<file path="config.mk">
export PLATFORM = sky130hd
export DESIGN_NAME = vga_fb_arbiter
export DESIGN_NICKNAME = d
export VERILOG_FILES = /design/src/rtl/vga_fb_arbiter.sv
export SDC_FILE = /design/constraint.sdc
export NUM_CORES = 1
export LEC_CHECK = 0
export CORE_MARGIN = 2
export CORE_UTILIZATION = 25
export CTS_CLUSTER_SIZE = 10
export DETAILED_ROUTE_END_ITERATION = 10
export SLEW_MARGIN = 20
export SYNTH_ARGS = -nofsm -noshare
export SYNTH_HDL_FRONTEND = slang
export SYNTH_SLANG_ARGS = --single-unit
</file>
<file path="constraint.sdc">
create_clock -name CLK -period 1.7 [get_ports CLK]
set_input_delay 0.17 -clock CLK [delete_from_list [all_inputs] [get_ports CLK]]
set_output_delay 0.17 -clock CLK [all_outputs]
set_load 0.1 [all_outputs]
</file>
<file path="src/rtl/vga_fb_arbiter.sv">
// Framebuffer port arbiter: scan-out reads always win; pixel writes are posted
// into a small FIFO and drained in cycles with no read request.
module vga_fb_arbiter #(
  parameter int unsigned ADDR_W     = 17,
  parameter int unsigned DATA_W     = 8,
  parameter int unsigned FIFO_DEPTH = 4,
  parameter int unsigned RD_LAT     = 1,
  parameter int unsigned STARVE_LIM = 1024
) (
  input  logic                          CLK,
  input  logic                          i_Reset,
  input  logic                          i_Rd_Req,
  input  logic [ADDR_W-1:0]             i_Rd_Addr,
  output logic                          o_Rd_Valid,
  output logic [DATA_W-1:0]             o_Rd_Data,
  input  logic                          i_Wr_Valid,
  output logic                          o_Wr_Ready,
  input  logic [ADDR_W-1:0]             i_Wr_Addr,
  input  logic [DATA_W-1:0]             i_Wr_Data,
  output logic                          o_Mem_En,
  output logic                          o_Mem_We,
  output logic [ADDR_W-1:0]             o_Mem_Addr,
  output logic [DATA_W-1:0]             o_Mem_Wdata,
  input  logic [DATA_W-1:0]             i_Mem_Rdata,
  output logic [$clog2(FIFO_DEPTH):0]   o_Fifo_Count,
  output logic                          o_Starved
);

  localparam int unsigned PtrW = $clog2(FIFO_DEPTH);
  localparam int unsigned CntW = $clog2(FIFO_DEPTH) + 1;
  localparam int unsigned StvW = $clog2(STARVE_LIM + 1);
  localparam logic [CntW-1:0] DepthC     = CntW'(FIFO_DEPTH);
  localparam logic [StvW-1:0] StarveLimC = StvW'(STARVE_LIM);

  logic [ADDR_W-1:0] fifo_addr_q [FIFO_DEPTH];
  logic [DATA_W-1:0] fifo_data_q [FIFO_DEPTH];
  logic [PtrW-1:0]   wr_ptr_q, rd_ptr_q;
  logic [CntW-1:0]   count_q, count_d;
  logic              wr_ready_q;
  logic              push, pop, full, empty;

  logic              mem_en_q, mem_we_q;
  logic [ADDR_W-1:0] mem_addr_q;
  logic [DATA_W-1:0] mem_wdata_q;

  logic [RD_LAT-1:0] rd_pipe_q;
  logic              rd_issue;
  logic              rd_valid_q;
  logic [DATA_W-1:0] rd_data_q;

  logic [StvW-1:0]   starve_cnt_q, starve_cnt_d;
  logic              starved_q;

  always_comb begin
    full  = (count_q == DepthC);
    empty = (count_q == '0);
    push  = i_Wr_Valid & wr_ready_q;
    pop   = ~i_Rd_Req & ~empty;

    count_d = count_q;
    if (push && !pop) begin
      count_d = count_q + 1'b1;
    end else if (!push && pop) begin
      count_d = count_q - 1'b1;
    end

    starve_cnt_d = starve_cnt_q;
    if (pop) begin
      starve_cnt_d = '0;
    end else if (full && i_Rd_Req && (starve_cnt_q != StarveLimC)) begin
      starve_cnt_d = starve_cnt_q + 1'b1;
    end

    // A read command currently on the port; its data returns RD_LAT cycles later.
    rd_issue = mem_en_q & ~mem_we_q;
  end

  // Payload storage needs no reset: entries are only read after being written.
  always_ff @(posedge CLK) begin
    if (push) begin
      fifo_addr_q[wr_ptr_q] <= i_Wr_Addr;
      fifo_data_q[wr_ptr_q] <= i_Wr_Data;
    end
  end

  always_ff @(posedge CLK) begin
    if (i_Reset) begin
      wr_ptr_q     <= '0;
      rd_ptr_q     <= '0;
      count_q      <= '0;
      wr_ready_q   <= 1'b0;
      mem_en_q     <= 1'b0;
      mem_we_q     <= 1'b0;
      mem_addr_q   <= '0;
      mem_wdata_q  <= '0;
      rd_pipe_q    <= '0;
      rd_valid_q   <= 1'b0;
      rd_data_q    <= '0;
      starve_cnt_q <= '0;
      starved_q    <= 1'b0;
    end else begin
      if (push) wr_ptr_q <= wr_ptr_q + 1'b1;
      if (pop)  rd_ptr_q <= rd_ptr_q + 1'b1;
      count_q    <= count_d;
      // Based on the next count so a push can never land on a full FIFO.
      wr_ready_q <= (count_d != DepthC);

      mem_en_q <= i_Rd_Req | ~empty;
      mem_we_q <= ~i_Rd_Req & ~empty;
      if (i_Rd_Req) begin
        mem_addr_q <= i_Rd_Addr;
      end else if (pop) begin
        mem_addr_q  <= fifo_addr_q[rd_ptr_q];
        mem_wdata_q <= fifo_data_q[rd_ptr_q];
      end

      rd_pipe_q  <= (rd_pipe_q << 1) | RD_LAT'(rd_issue);
      rd_valid_q <= rd_pipe_q[RD_LAT-1];
      if (rd_pipe_q[RD_LAT-1]) rd_data_q <= i_Mem_Rdata;

      starve_cnt_q <= starve_cnt_d;
      starved_q    <= starved_q | (starve_cnt_d == StarveLimC);
    end
  end

  assign o_Wr_Ready   = wr_ready_q;
  assign o_Mem_En     = mem_en_q;
  assign o_Mem_We     = mem_we_q;
  assign o_Mem_Addr   = mem_addr_q;
  assign o_Mem_Wdata  = mem_wdata_q;
  assign o_Rd_Valid   = rd_valid_q;
  assign o_Rd_Data    = rd_data_q;
  assign o_Fifo_Count = count_q;
  assign o_Starved    = starved_q;

endmodule
</file>
Word-level counts from Yosys, hierarchy flattened
Memories as Yosys holds them, arrays and structs flattened. A register that Yosys moved wholly into a read port is not among the register bits.
Cells that the tools add are included.

word-level totals
  memories kept = 2
  ROM bits = 0
  input port bits = 54
  output and inout port bits = 41
  register bits = 49
  bits in latches = 0
  RAM bits = 100
  logic and storage cells = 50

cells by class
  muxes and demuxes = 10
  magnitude comparators = 0
  divide/modulo/power cells = 0
  shift operators = 0
  bitwise logic cells = 8
  equality and inequality tests = 4
  add/subtract/negate cells = 5
  reductions and logical operators = 9
  multipliers = 0

memory list
  name         depth  width  rd ports  clocked after memory_dff  wr ports  line  RTL
  fifo_addr_q  4      17     1         1                         1         35    logic [ADDR_W-1:0] fifo_addr_q [FIFO_DEPTH];
  fifo_data_q  4      8      1         1                         1         36    logic [DATA_W-1:0] fifo_data_q [FIFO_DEPTH];

operators with widths
  operator                                                            number
  17-bit 2-to-1 mux                                                   2
  11-bit 2-to-1 mux                                                   2
  11-bit by 1-bit adder with 11-bit output, second input constant     1
  11-bit equality test, second input constant                         1
  11-bit != test, second input constant                               1
  3-bit 2-to-1 mux                                                    2
  2-bit by 1-bit adder with 2-bit output, second input constant       2
  1-bit logical AND                                                   4
  2-bit 2-to-1 mux                                                    2
  3-bit by 1-bit adder with 3-bit output, second input constant       1
  1-bit bitwise AND                                                   3
  3-bit equality test, second input constant                          1
  3-bit zero test                                                     1
  3-bit != test, second input constant                                1
  1-bit NOT                                                           3
  3-bit by 1-bit subtractor with 3-bit output, second input constant  1
  1-bit zero test                                                     2
  1-bit 2-to-1 mux                                                    2
  1-bit bitwise OR                                                    2
  2-bit AND reduction                                                 1
  2-bit nonzero test                                                  1

Longest topological paths before layout
Gate-level depths: netlist of run 1.

  depth after elaboration = 7
  gate-level depth with buffers = 8
  gate-level depth less buffers = 7

Worst setup path before layout of run 1
Ideal clock, no wire load.

  path type = flip-flop to flip-flop
  from = reg count_q[1], in the netlist o_Fifo_Count[1]
  to = reg with a tool-made name
  library setup time = 0.132 ns
  path buffers = 1
  stages on the path, launching flop included = 9
  data arrival time = 2.405 ns
  clock period less this slack = 2.538 ns
  path slack = -0.838 ns
  data required time = 1.568 ns
  path through = dfxtp_1 > inv_1 > ha_1 > nor2b_1 > nor2_1 > clkbuf_1 > nand2_1 > xor2_1 > nor2_1

RTL lines
  what                    line  RTL
  start, declared         38    logic [CntW-1:0] count_q, count_d;
  start signal, assigned  104   count_q <= count_d;

Worst setup path after layout of run 1
  from = reg count_q[1], in the netlist o_Fifo_Count[1]
  to = reg starved_q, in the netlist o_Starved

on the way
  cells in the longest elaborated chain, start to end = 7
  elaborated cells on any way between the ends = 10
  classes of those cells = 2 x eq/ne; 2 x mux; 3 x bitwise; 3 x reduce/logical

RTL lines
  what                            line  RTL
  3-bit equality test             55    full = (count_q == DepthC);
  1-bit logical AND (2 in a row)  70    end else if (full && i_Rd_Req && (starve_cnt_q != StarveLimC)) begin
  11-bit 2-to-1 mux               70
  11-bit 2-to-1 mux *             68    if (pop) begin
  11-bit equality test *          122   starved_q <= starved_q | (starve_cnt_d == StarveLimC);
  1-bit bitwise OR *              122
  end signal, assigned            122
  end, declared                   52    logic starved_q;

Every way passes the cells marked *; elsewhere a longest branch is shown, timed or not.
A chain may end at the register's enable or synchronous reset.

==> impl_metrics.csv, run 1 <==
group,metric,value,unit
status,status,"finished with violations",
status,violations,"setup timing",
pwr,peakVddDrop,0.844,mV
detailed_routing,wl_per_cell,15.6,um
clock_network,tritoncts,"yes",
synthesis,synth.area.top_cells,"edfxtp_1 48%, dfxtp_1 19%, mux4_2 9.0%",
critical_path,critPathArrivalTime,2.07,ns
clock_network,cts_sinks,159,
sta,min_period,1.73,ns
detailed_routing,drt_iter0_markers,175,
critical_path,r2r_start,"o_Fifo_Count[1]",
hold_path,holdCritPathClass,"in2reg",
clock_network,clock_latency,0.42,ns
sta,fmax,578,MHz
floorplanning,dieArea,0.0264,mm^2
critical_path,r2r_slack,-0.03,ns
floorplanning,ioPinCount,95,
critical_path,slowest_stage,"or4_1",
clock_network,path_clk_slew,0.06,ns
detailed_routing,vias,3794,
detailed_routing,dr.pass1.iters,4,
clock_network,cts_root_buf,"clkbuf_16",
sta,drv_slew,0,
layout,postLayoutCoreUtil,34.9,%
hold_path,hold_depth,4,
global_routing,grt_pass1_vias,3951,
detailed_routing,wl,13.7,mm
critical_path,required,2.04,ns
sta,timing.final.ws_setup,-0.0302,ns
placed_design,gp_congestion,0.776,
sta,worst_pin_slew,0.492,ns
sta,max_slew_margin,67.1,%
synthesis,ys.flop_type,"edfxtp_1",
global_routing,antenna_found_initial,2,
synthesis,ys_warn_count,0,
synthesis,synth-seq-cells,159,
synthesis,synthesis.area,0.00627,mm^2
placed_design,hpwl,9.61,mm
critical_path,worstRegToRegCells,7,
synthesis,synth_nets,490,
pwr,p_leak,2.99,nW
global_routing,grt_max_degree,36,
run,cap_violations,0,
detailed_routing,viasPerCell,4.32,
layout,finalNonFillerCells,878,
synthesis,ys_top_cells_by_count,"100 x edfxtp_1, 59 x dfxtp_1, 47 x nor2_1, 29 x nand2_1, 26 x mux2i_1",
global_routing,grt.overflow.total,0,
placed_design,place_ws,-0.00956,ns
global_routing,grt_pass1_wl,21.5,mm
sta,setup_viol,1,
layout,n_fill_cell,2327,
synthesis,ys_types,42,
synthesis,ys_seq_area_share,66.7,%
clock_network,cts_buffers,17,
clock_network,cts-hold-fix-buffers,0,
floorplanning,initial_utilization,25.6,%
critical_path,critPathLaunchType,"flop",
synthesis,synth_edf_count,100,
critical_path,cp-end-kind,"flop",
floorplanning,dieHeight,162,um
floorplanning,die_x,162,um
sta,finalSetupTns,-0.0302,ns
layout,syn2layout_area_growth,36.3,%
placed_design,io_buffer_count,94,
synthesis,synth_top_area_share,47.9,%
detailed_routing,ant_nets,0,
synthesis,synth_top_area_cell,"edfxtp_1",
sta,grt_setup_unrepaired,"yes",
critical_path,slowest_delay,0.52,ns
sta,final-hold-violation-count,0,
floorplanning,design.core.area,0.0245,mm^2
sta,fin_worst_skew,0.0133,ns
synthesis,async_flop_share,0,%
global_routing,track_usage,10.8,%
pwr,total_power,0.0137,W
synthesis,synth_cells,427,
critical_path,r2r-end,"o_Starved",
synthesis,syn_area_per_cell,14.7,um^2
placed_design,dp_cells,842,
critical_path,cp-startpoint,"o_Fifo_Count[1]",
pwr,power_density,1610,mW/mm^2
floorplanning,rows,57,
synthesis,synth_most_common_cell,"edfxtp_1",
sta,timing.final.crit_share,102,%
critical_path,cp_common_cell,"o31ai_1",
detailed_routing,drc,0,
critical_path,crit_type,"reg2reg",
critical_path,crit_chain,"inv_4 > ha_4 > nand3_4 > or4_1 > o31ai_1 > o2111ai_1 > o31ai_1",
layout,nNetsFinal,602,
critical_path,crit_fanout,6,
clock_network,cts.path.max_buffers,2,
layout,drive_above_1_share,26.6,%
critical_path,critPathCapture,"o_Starved",
clock_network,htreeDepth,4,
## flip-flops by register name, indices dropped and copies added, names as in the netlist, 2 cells and up, named ones only
| signal | flops |
|---|---|
| fifo_addr_q | 68 |
| fifo_data_q | 32 |
| o_Fifo_Count | 3 |
| o_Mem_Addr | 17 |
| o_Mem_Wdata | 8 |
| o_Rd_Data | 8 |
| rd_ptr_q | 2 |
| starve_cnt_q | 11 |
| wr_ptr_q | 2 |
## repair_timing
action,4_1_cts,5_1_grt
setup endpoints to repair,1,4
gates resized for setup,0,2
setup buffers,1,0
cloned,1,0
## worst min path at each step
| stage | end | start | slack (ns) |
|---|---|---|---|
| after global routing | starve_cnt_q[4] | i_Rd_Req | 0.27 |
| after detailed placement | o_Mem_Wdata[4] | o_Mem_Wdata[4] | 0.45 |
| final | starve_cnt_q[4] | i_Rd_Req | 0.26 |
| after floorplan | fifo_addr_q[0][0] | i_Wr_Addr[0] | 0.27 |
| after CTS | starve_cnt_q[4] | i_Rd_Req | 0.23 |
| after global placement | o_Mem_Wdata[6] | o_Mem_Wdata[6] | 0.46 |
## cells by family after synthesis
family,Yosys count,share of synthesized area [%]
xor+xnor,18,2.51
mux,51,13.1
fa+ha+maj,10,1.96
buf+inv,34,2.34
simple gates,111,8.60
compound gates,44,4.71
flops,159,66.7
## routing by layer
layer | track usage (%) | vias to the layer above | part of all wire [%]
met5 | 0 | - | 0
met4 | 4.26 | 0 | 1.1
met3 | 3.34 | 13 | 4.4
met2 | 18.4 | 70 | 52
met1 | 12.7 | 1888 | 43
li1 | - | 1823 | -
## where the power goes
group	internal (W)	switching, W
Combinational	0.00177	0.00323
Sequential	0.00458	0.000305
Clock	0.00221	0.00163
## placed cells by master (no fill, tap or decap), types with 2 or more instances in the layout
cell type	n
a211oi_1	17
a21oi_1	12
a31oi_1	2
and3_1	2
and3_2	4
and4b_1	2
buf_12	22
buf_2	2
buf_4	43
bufinv_16	2
clkbuf_16	17
clkdlybuf4s50_1	51
clkinv_4	3
dfxtp_1	55
dfxtp_4	3
diode_2	2
edfxtp_1	100
ha_1	8
inv_1	6
inv_4	2
inv_6	7
mux2i_1	26
mux4_2	25
nand2_1	29
nand2b_1	2
nand3_1	2
nand3_2	2
nand4_1	2
nor2_1	46
nor2b_1	3
nor3b_1	2
nor4b_2	2
o21ai_0	3
o21bai_1	2
o31ai_1	3
or3_1	4
xnor2_1	11
xor2_1	6
## final cells by class
| cell class | count | area [um^2] | share of cell area [%] |
|---|---|---|---|
| clock buffer | 17 | 425 | 4.98 |
| multi-input combinational | 235 | 2020 | 23.7 |
| timing repair buffer | 118 | 1280 | 15.0 |
| sequential | 159 | 4200 | 49.1 |
| clock inverter | 15 | 170 | 1.99 |
| inverter | 8 | 35.0 | 0.410 |
| tap | 324 | 405 | 4.74 |
| antenna | 2 | 5.00 | 0.0586 |
## critical path: cells and delay by family (launching register included)
| kind | cells | cell delay [ns] |
|---|---|---|
| and+or+nand+nor | 2 | 0.63 |
| AOI/OAI and AO/OA | 3 | 0.43 |
| DFF | 1 | 0.35 |
| adders and majority gates | 1 | 0.16 |
| buffers and inverters | 1 | 0.07 |
## metrics by stage
step	hold slack, ns	instance area [um^2]
3_5_place_dp	0.454	7910
3_3_place_gp	0.456	7910
4_1_cts	0.229	8520
5_1_grt	0.269	8540
2_1_floorplan	0.269	6370
6_report	0.255	8540
No activity file was read; power rests on OpenSTA's default activity.
==> run 2: changes to the inputs <==
- CAP_MARGIN: default -> 30
==> results of run 2 <==
Same layout as run 1: the final DEF is identical, and so are final timing and power.
==> run 3: changes to the inputs <==
- CORE_UTILIZATION: 25 -> 48
- PLACE_DENSITY: default -> 0.75
==> impl_metrics.csv, run 3 (same netlist as run 1, synthesis figures left out) <==
group,metric,value,unit
status,status,"finished with violations",
status,violations,"setup timing",
pwr,p_sw_share,37.4,%
pwr,share_comb_of_total_power,36.6,%
critical_path,critPathArrivalTime,2.08,ns
global_routing,grt.overflow.total,0,
global_routing,grt_max_degree,27,
floorplanning,ioPinCount,95,
layout,final_common_cell,"edfxtp_1",
floorplanning,design.core.area,0.0127,mm^2
detailed_routing,ant_nets,0,
sta,drv_slew,0,
clock_network,clock_latency,0.42,ns
pwr,p_int,0.00841,W
layout,drive_above_1_share,28.7,%
sta,worst_hold_slack,0.253,ns
sta,timing.final.ws_setup,-0.0505,ns
detailed_routing,drc,0,
detailed_routing,wl_met1,5.54,mm
detailed_routing,topRoutingLayerUsed,"met4",
layout,final_cell_mix,"100 x edfxtp_1, 67 x buf_4, 53 x dfxtp_1",
layout,nNetsFinal,614,
sta,setup_viol,1,
placed_design,hpwl,8.60,mm
critical_path,cp-end-kind,"flop",
clock_network,cts.path.max_buffers,2,
global_routing,grt_pass1_vias,4013,
global_routing,grt_pass1_wl,20.5,mm
detailed_routing,vias,3891,
placed_design,gp_congestion,0.841,
clock_network,path_clk_slew,0.06,ns
placed_design,place_ws,-0.245,ns
floorplanning,initial_utilization,49.5,%
hold_path,hold_depth,3,
pwr,p_sw,0.00503,W
detailed_routing,dr.pass1.iters,4,
sta,grt_setup_unrepaired,"yes",
critical_path,crit_fanout,6,
layout,n_fill_cell,919,
floorplanning,dieArea,0.0140,mm^2
hold_path,holdCritPathClass,"in2reg",
pwr,seqPwrFrac,36.4,%
sta,fin_worst_skew,0.00603,ns
pwr,peakVddDrop,1.13,mV
clock_network,tritoncts,"yes",
sta,max_slew_margin,67.8,%
clock_network,htreeDepth,4,
pwr,clkPwrFrac,27.0,%
pwr,total_power,0.0134,W
detailed_routing,drt_iter0_markers,246,
critical_path,worstRegToRegCells,7,
floorplanning,die_x,118,um
clock_network,cts_buffers,17,
layout,finalNonFillerCells,736,
placed_design,io_buffer_count,94,
run,cap_violations,0,
pwr,p_leak,3.01,nW
detailed_routing,wl,12.7,mm
clock_network,cts-hold-fix-buffers,0,
pwr,power_density,1620,mW/mm^2
global_routing,antenna_found_initial,0,
sta,timing.final.crit_share,103,%
critical_path,crit_type,"reg2reg",
detailed_routing,wl_met3,575,um
clock_network,cts_sinks,159,
sta,worst_pin_slew,0.482,ns
floorplanning,rows,41,
placed_design,dp_cells,703,
clock_network,cts_root_buf,"clkbuf_16",
detailed_routing,wl_per_cell,17.3,um
floorplanning,dieHeight,118,um
sta,fmax,571,MHz
critical_path,critPathLaunchType,"flop",
detailed_routing,viasPerCell,5.29,
global_routing,track_usage,19.3,%
layout,syn2layout_area_growth,32.4,%
sta,min_period,1.75,ns
detailed_routing,wl_met2,6.37,mm
critical_path,required,2.03,ns
sta,final-hold-violation-count,0,
layout,diodes,0,
layout,largest_register_ffs,68,
layout,regMostFlops,"fifo_addr_q",
[run 3: worst paths after layout]
check,endpoint,from,slack [ns]
min reg2reg,rd_pipe_q,o_Mem_We,0.45
max,o_Starved,o_Fifo_Count[1],-0.05
max reg2reg,o_Starved,o_Fifo_Count[1],-0.05
min,o_Rd_Data[3],i_Reset,0.25
[run 3: repair_timing]
item                       4_1_cts  5_1_grt
buffers inserted                 0        1
resized for setup                2        6
setup endpoints to repair        1        3
pin swaps                        0        1
[run 3: power by group through the flow]
stage          clock network, W  registers, W  logic, W
2_1_floorplan                 0       0.00683   0.00169
3_3_place_gp                  0       0.00494   0.00484
3_5_place_dp                  0       0.00497   0.00489
4_1_cts                 0.00369       0.00489   0.00493
5_1_grt                 0.00385       0.00495   0.00516
6_report                0.00362       0.00490   0.00491
[run 3: area by class of cell]
| class | instances | area, um^2 | area share [%] |
|---|---|---|---|
| sequential | 159 | 4200 | 50.6 |
| tap | 172 | 215 | 2.59 |
| clock buffer | 22 | 464 | 5.59 |
| inverter | 8 | 35.0 | 0.422 |
| multi-input combinational | 234 | 2030 | 24.5 |
| timing repair buffer | 131 | 1250 | 15.1 |
| clock inverter | 10 | 104 | 1.25 |
[run 3: stage by stage]
| stage | utilization, % | instance area (um^2) | TNS, ns |
|---|---|---|---|
| finish | 65.5 | 8300 | -0.0505 |
| global route | 65.5 | 8300 | -0.0903 |
| CTS | 65.2 | 8260 | -0.0555 |
| detailed placement | 60.7 | 7690 | -0.863 |
| global placement | 60.7 | 7690 | -0.330 |
| floorplan | - | 6370 | -0.0239 |
[run 3: metal layers]
layer	track usage, %	vias up
met3	5.07	21
met1	23.7	1932
li1	-	1842
met5	0	-
met4	7.76	0
met2	32.4	96
[run 3: worst max-delay path, cell delays in order (launching register included)]
cell	delay, ns
dfxtp_4	0.35
inv_4	0.07
ha_4	0.15
nand3_4	0.10
or4_4	0.53
o31ai_2	0.09
o2111ai_2	0.15
o31ai_1	0.22
